File: src/rtl/line_refill_pkg.sv
// Types shared by the line refill datapath and its parent, plus the elaboration-time assert macro.
`ifndef STATIC_ASSERT
`define STATIC_ASSERT(cond, msg) if (!(cond)) begin : g_static_assert $fatal(1, msg); end
`endif

package line_refill_pkg;

  typedef logic [31:0] word_t;
  typedef logic [3:0]  strobe_t;

  typedef enum logic [1:0] {
    IDLE = 2'd0,
    REQ  = 2'd1,
    FILL = 2'd2,
    DONE = 2'd3
  } refill_state_t;

endpackage

File: src/rtl/line_refill.sv
// Refills one cache line from a burst read bus into a LUTRAM line buffer, starting at the
// missed word and wrapping, and forwards the first (critical) word one cycle after it lands.
module line_refill
  import line_refill_pkg::*;
#(
  parameter int NUM_BYTES = 64
) (
  input  logic        clk,
  input  logic        resetn,

  input  logic        req_valid,
  output logic        req_ready,
  input  logic [31:0] req_addr,

  output logic        rd_req_valid,
  input  logic        rd_req_ready,
  output logic [31:0] rd_req_addr,
  output logic [3:0]  rd_req_len,

  input  logic        rd_resp_valid,
  output logic        rd_resp_ready,
  input  logic [31:0] rd_resp_data,
  input  logic        rd_resp_last,

  output logic                                ram_en,
  output logic [$clog2(NUM_BYTES/4)-1:0]      ram_addr,
  output logic [3:0]                          ram_strobe,
  output logic [31:0]                         ram_wdata,

  output logic        crit_valid,
  output logic [31:0] crit_data,

  output logic        done,
  output logic        busy
);

  localparam int NUM_WORDS  = NUM_BYTES / 4;
  localparam int ADDR_WIDTH = $clog2(NUM_WORDS);

  typedef logic [ADDR_WIDTH-1:0] addr_t;
  typedef logic [ADDR_WIDTH:0]   cnt_t;

  localparam cnt_t LAST_CNT = cnt_t'(NUM_WORDS - 1);

  `STATIC_ASSERT(NUM_BYTES == 16 || NUM_BYTES == 32 || NUM_BYTES == 64, "line_refill NUM_BYTES must be 16 32 or 64")

  refill_state_t state_q, state_d;
  logic [29:0]   word_addr_q;
  addr_t         idx_q;
  cnt_t          cnt_q;
  logic          crit_valid_q;
  word_t         crit_data_q;

  logic beat;
  logic last_beat;
  logic accept;
  logic unused_byte_bits;

  // Byte offset inside the missed word has no meaning for a word-wide bus.
  assign unused_byte_bits = ^req_addr[1:0];

  assign beat      = (state_q == FILL) && rd_resp_valid;
  assign last_beat = beat && (cnt_q == LAST_CNT);
  assign accept    = req_valid && req_ready;

  always_comb begin
    state_d       = state_q;
    req_ready     = 1'b0;
    rd_req_valid  = 1'b0;
    rd_resp_ready = 1'b0;
    done          = 1'b0;
    case (state_q)
      IDLE: begin
        req_ready = 1'b1;
        if (req_valid) state_d = REQ;
      end
      REQ: begin
        rd_req_valid = 1'b1;
        if (rd_req_ready) state_d = FILL;
      end
      FILL: begin
        rd_resp_ready = 1'b1;
        if (last_beat) state_d = DONE;
      end
      DONE: begin
        done    = 1'b1;
        state_d = IDLE;
      end
      default: state_d = IDLE;
    endcase
  end

  assign busy        = (state_q != IDLE);
  assign rd_req_addr = {word_addr_q, 2'b00};
  assign rd_req_len  = 4'(NUM_WORDS - 1);

  // Beats are never stalled, so the RAM write port follows the bus combinationally.
  assign ram_en     = beat;
  assign ram_addr   = idx_q;
  assign ram_strobe = beat ? strobe_t'(4'hF) : strobe_t'(4'h0);
  assign ram_wdata  = rd_resp_data;

  assign crit_valid = crit_valid_q;
  assign crit_data  = crit_data_q;

  always_ff @(posedge clk) begin
    if (!resetn) begin
      state_q      <= IDLE;
      word_addr_q  <= '0;
      idx_q        <= '0;
      cnt_q        <= '0;
      crit_valid_q <= 1'b0;
      crit_data_q  <= '0;
    end else begin
      state_q      <= state_d;
      crit_valid_q <= beat && (cnt_q == '0);
      if (accept) begin
        word_addr_q <= req_addr[31:2];
        idx_q       <= req_addr[ADDR_WIDTH+1:2];
        cnt_q       <= '0;
      end
      if (beat) begin
        idx_q <= addr_t'(idx_q + 1'b1);
        cnt_q <= cnt_q + 1'b1;
        if (cnt_q == '0) crit_data_q <= rd_resp_data;
      end
    end
  end

`ifndef SYNTHESIS
  // The bus must flag exactly the final beat of the burst.
  always @(posedge clk) begin
    if (resetn && beat) begin
      assert (rd_resp_last == (cnt_q == LAST_CNT))
        else $error("line_refill: rd_resp_last does not match beat position");
    end
  end
`endif

endmodule

File: config.mk
export PLATFORM = sky130hd
export DESIGN_NAME = line_refill
export DESIGN_NICKNAME = d
export VERILOG_FILES = /design/src/rtl/line_refill_pkg.sv /design/src/rtl/line_refill.sv
export SDC_FILE = /design/constraint.sdc
export NUM_CORES = 1
export LEC_CHECK = 0
export ABC_AREA = 1
export CAP_MARGIN = 25
export CORE_UTILIZATION = 35
export CTS_CLUSTER_SIZE = 10
export DETAILED_ROUTE_END_ITERATION = 12
export PLACE_DENSITY = 0.77
export SYNTH_ARGS = -nofsm -noshare
export SYNTH_HDL_FRONTEND = slang
export SYNTH_SLANG_ARGS = --single-unit
File: constraint.sdc
create_clock -name clk -period 1.5 [get_ports clk]
set_input_delay 0.15 -clock clk [delete_from_list [all_inputs] [get_ports clk]]
set_output_delay 0.15 -clock clk [all_outputs]
set_load 0.005 [all_outputs]
==> impl_metrics.prom <==
# TYPE chip_impl_metric gauge
chip_impl_metric{name="portBuffers",unit=""} 175
chip_impl_metric{name="p_leak",unit="nW"} 2.330
chip_impl_metric{name="gp_congestion",unit=""} 0.7338
chip_impl_metric{name="postSynthRegisterBits",unit=""} 74
chip_impl_metric{name="grt_util_all_layers",unit="%"} 16.45
chip_impl_metric{name="io_pins",unit=""} 185
chip_impl_metric{name="first_pass_iters",unit=""} 4
chip_impl_info{name="synthDominantAreaCellType",value="sky130_fd_sc_hd__dfxtp_1"} 1
chip_impl_metric{name="vias",unit=""} 3197
chip_impl_metric{name="worstPathArrival",unit="ns"} 1.35
chip_impl_metric{name="finalHoldViolCount",unit=""} 0
chip_impl_metric{name="timing.max_cap.violations",unit=""} 0
chip_impl_metric{name="post_drt_wl_per_cell",unit="um"} 11.24
chip_impl_metric{name="htreeDepth",unit=""} 3
chip_impl_metric{name="core-area",unit="mm^2"} 0.009196
chip_impl_metric{name="die_width",unit="um"} 99.43
chip_impl_metric{name="largest_net_degree_at_the_start_of_global_routing",unit=""} 66
chip_impl_metric{name="post_synthesis_cell_area",unit="mm^2"} 0.003322
chip_impl_metric{name="timing.setup.tns",unit="ns"} 0
chip_impl_metric{name="nets",unit=""} 695
chip_impl_info{name="unrepaired_setup_endpoints_after_global_routing",value="true"} 1
chip_impl_metric{name="hold_fix_buffer_count_after_cts",unit=""} 0
chip_impl_metric{name="grt_remaining_overflow",unit=""} 0
chip_impl_metric{name="worstSkewPairLatency",unit="ns"} 0.34
chip_impl_info{name="setup.worst_path.class",value="reg -> out"} 1
chip_impl_metric{name="maxSlewViolCount",unit=""} 0
chip_impl_info{name="setup.worst_path.start_class",value="flop"} 1
chip_impl_metric{name="irDropWorstVdd",unit="mV"} 0.9613
chip_impl_info{name="cts_tree",value="built"} 1
chip_impl_metric{name="post_dp_cell_area",unit="mm^2"} 0.004945
chip_impl_metric{name="design_area",unit="mm^2"} 0.005218
chip_impl_metric{name="antenna_cell_count",unit=""} 0
chip_impl_metric{name="crit_path_max_fanout",unit=""} 3
chip_impl_metric{name="yosysTopAreaCellShare",unit="%"} 44.60
chip_impl_metric{name="syn-instance-count",unit=""} 470
chip_impl_metric{name="ys.warnings.count",unit=""} 0
chip_impl_metric{name="timing.fmax",unit="MHz"} 667.5
chip_impl_metric{name="clk_transition_reported_paths",unit="ns"} 0.07
chip_impl_metric{name="final_cycle_utilization_of_the_critical_path",unit="%"} 99.88
chip_impl_metric{name="finalSetupViolCount",unit=""} 0
chip_impl_metric{name="filler_cell_count",unit=""} 828
chip_impl_metric{name="fin_crit",unit="ns"} 1.498
chip_impl_metric{name="synth-seq-area-share",unit="%"} 44.60
chip_impl_info{name="run_status",value="finished, final reports clean"} 1
chip_impl_metric{name="power_density",unit="mW/mm^2"} 1358
chip_impl_info{name="element_type_at_the_critical_path_end",value="output port"} 1
chip_impl_metric{name="multiInputGateArea",unit="mm^2"} 0.001314
chip_impl_metric{name="clock_tree.buffer_depth",unit=""} 2
chip_impl_metric{name="area_growth_from_synthesis_to_layout",unit="%"} 57.06
chip_impl_metric{name="cts_inserted_buffers",unit=""} 9
chip_impl_metric{name="number_of_antenna_violations_at_the_first_check_in_global_routing",unit=""} 0
chip_impl_metric{name="critPathRequiredTime",unit="ns"} 1.35
chip_impl_metric{name="floorplan.die_area",unit="mm^2"} 0.009885
chip_impl_info{name="timing.hold.worst.class",value="in -> reg"} 1
chip_impl_metric{name="clock_sinks",unit=""} 74
chip_impl_metric{name="first_global_vias",unit=""} 2936
chip_impl_metric{name="drive_gt1_share",unit="%"} 9.164
chip_impl_metric{name="effective_utilization_at_floorplan",unit="%"} 36.12
chip_impl_metric{name="num_rows",unit=""} 35
chip_impl_metric{name="drt_iter0_drc",unit=""} 83
chip_impl_metric{name="drcViolationCount",unit=""} 0
chip_impl_metric{name="finalWirelength",unit="um"} 8237
chip_impl_info{name="clk_root_buffer_cell",value="sky130_fd_sc_hd__clkbuf_8"} 1
chip_impl_metric{name="chipHeight",unit="um"} 99.43
chip_impl_metric{name="avgViaCountPerCell",unit=""} 4.362
chip_impl_metric{name="antenna_left",unit=""} 0
chip_impl_metric{name="post_synth_num_cell_types",unit=""} 24
chip_impl_metric{name="grt_pass1_wl",unit="um"} 13110
chip_impl_metric{name="register_area",unit="mm^2"} 0.001488
chip_impl_info{name="synth.top_cells.by_area",value="sky130_fd_sc_hd__dfxtp_1, sky130_fd_sc_hd__nor2_1, sky130_fd_sc_hd__nand2_1"} 1
chip_impl_metric{name="hpwl",unit="um"} 6068
chip_impl_metric{name="postSynthAreaPerCell",unit="um^2"} 7.068
chip_impl_metric{name="clock_skew",unit="ns"} 0.01024
## worst paths after layout
| path | start | end | slack [ns] | cells past startpoint |
|---|---|---|---|---|
| setup / recovery | state_q[1] | rd_req_valid | 0.002 | 4 |
| hold / removal | resetn | state_q[1] | 0.14 | 3 |
| setup reg to reg | cnt_q[1] | state_q[0] | 0.03 | 9 |
| hold reg to reg | word_addr_q[2] | word_addr_q[2] | 0.47 | 2 |
## placed cells by master, fill, tap and decap left out, types with 2 or more instances in the layout
| cell type | count |
|---|---|
| sky130_fd_sc_hd__clkdlybuf4s50_1 | 164 |
| sky130_fd_sc_hd__clkbuf_8 | 10 |
| sky130_fd_sc_hd__clkinv_2 | 2 |
| sky130_fd_sc_hd__inv_2 | 2 |
| sky130_fd_sc_hd__buf_4 | 18 |
| sky130_fd_sc_hd__dfxtp_2 | 5 |
| sky130_fd_sc_hd__a21oi_1 | 9 |
| sky130_fd_sc_hd__conb_1 | 6 |
| sky130_fd_sc_hd__dlygate4sd2_1 | 9 |
| sky130_fd_sc_hd__nor2_1 | 123 |
| sky130_fd_sc_hd__nor2_2 | 2 |
| sky130_fd_sc_hd__nand2_2 | 3 |
| sky130_fd_sc_hd__nor3_1 | 2 |
| sky130_fd_sc_hd__inv_1 | 43 |
| sky130_fd_sc_hd__dfxtp_1 | 69 |
| sky130_fd_sc_hd__clkinv_4 | 3 |
| sky130_fd_sc_hd__o21ai_0 | 30 |
| sky130_fd_sc_hd__ha_1 | 4 |
| sky130_fd_sc_hd__nand2_1 | 93 |
| sky130_fd_sc_hd__ha_4 | 3 |
| sky130_fd_sc_hd__nand3_1 | 7 |
## where the power goes
group | internal (mW) | switching, mW | total [mW]
combinational | 1.60 | 1.24 | 2.84
sequential | 2.42 | 0.264 | 2.69
clock | 0.817 | 0.739 | 1.56
total | 4.84 | 2.25 | 7.09
## flip-flops by register name, indices dropped and copies added, names as in the netlist
name,cells
word_addr_q,30
crit_data,32
state_q,2
cnt_q,5
ram_addr,4
crit_valid,1
## logic make-up after synthesis
logic type	Yosys count	synth area share, %
DFF	74	44.60
AOI/OAI and AO/OA	42	6.478
and+or+nand+nor	234	27.38
other	2	0.2261
xor gates and xnor gates	1	0.2637
adders and majority gates	8	3.013
buffers and inverters	109	18.04
## layout make-up
cell class	count	share of cell area [%]
Inverter	47	3.477
Clock inverter	6	1.271
Tap cell	111	2.662
Sequential cell	74	28.51
Clock buffer	10	2.638
Multi-Input combinational cell	291	25.18
Timing Repair Buffer	194	36.26
## critical path: stages (launching register included)
cell                              delay, ns
sky130_fd_sc_hd__dfxtp_2               0.37
sky130_fd_sc_hd__inv_1                 0.09
sky130_fd_sc_hd__buf_4                 0.14
sky130_fd_sc_hd__ha_1                  0.18
sky130_fd_sc_hd__clkdlybuf4s15_2       0.23
## per-stage QoR
stage | power (mW) | utilization (%) | worst slack (ns) | cells | hold slack (ns)
2_1_floorplan | 3.961 | - | 0.03604 | 474 | 0.2849
3_3_place_gp | 5.411 | 53.77 | 0.01530 | 715 | 0.4582
3_5_place_dp | 5.505 | 53.77 | -0.01658 | 715 | 0.4572
4_1_cts | 7.093 | 56.22 | 0.002524 | 733 | 0.1203
5_1_grt | 7.614 | 56.73 | -0.09580 | 733 | 0.1339
6_report | 7.086 | 56.73 | 0.001797 | 733 | 0.1398
## cell usage after synthesis, drive strengths merged
library cell  count
a21oi             9
a31oi             1
buf              52
clkbuf           10
clkinv            1
conb              2
dfxtp            74
ha                8
inv              46
nand2            97
nand3             7
nand4             2
nor2            125
nor3              3
o211ai            1
o21ai            30
o22ai             1
xor2              1
## repair_timing
item                       4_1_cts  5_1_grt
setup endpoints to repair       11       24
setup buffers                    2        0
pin swaps                        1        8
gates resized for setup         17       15
## layer usage
metal	vias to the layer above	GRT usage (%)	routed length, um
met3	16	5.552	553
met1	1406	18.47	3563
met4	0	5.882	170
met2	108	28.95	3950
li1	1667	-	-
met5	-	0	0
Power figures use the tool's default switching activity.
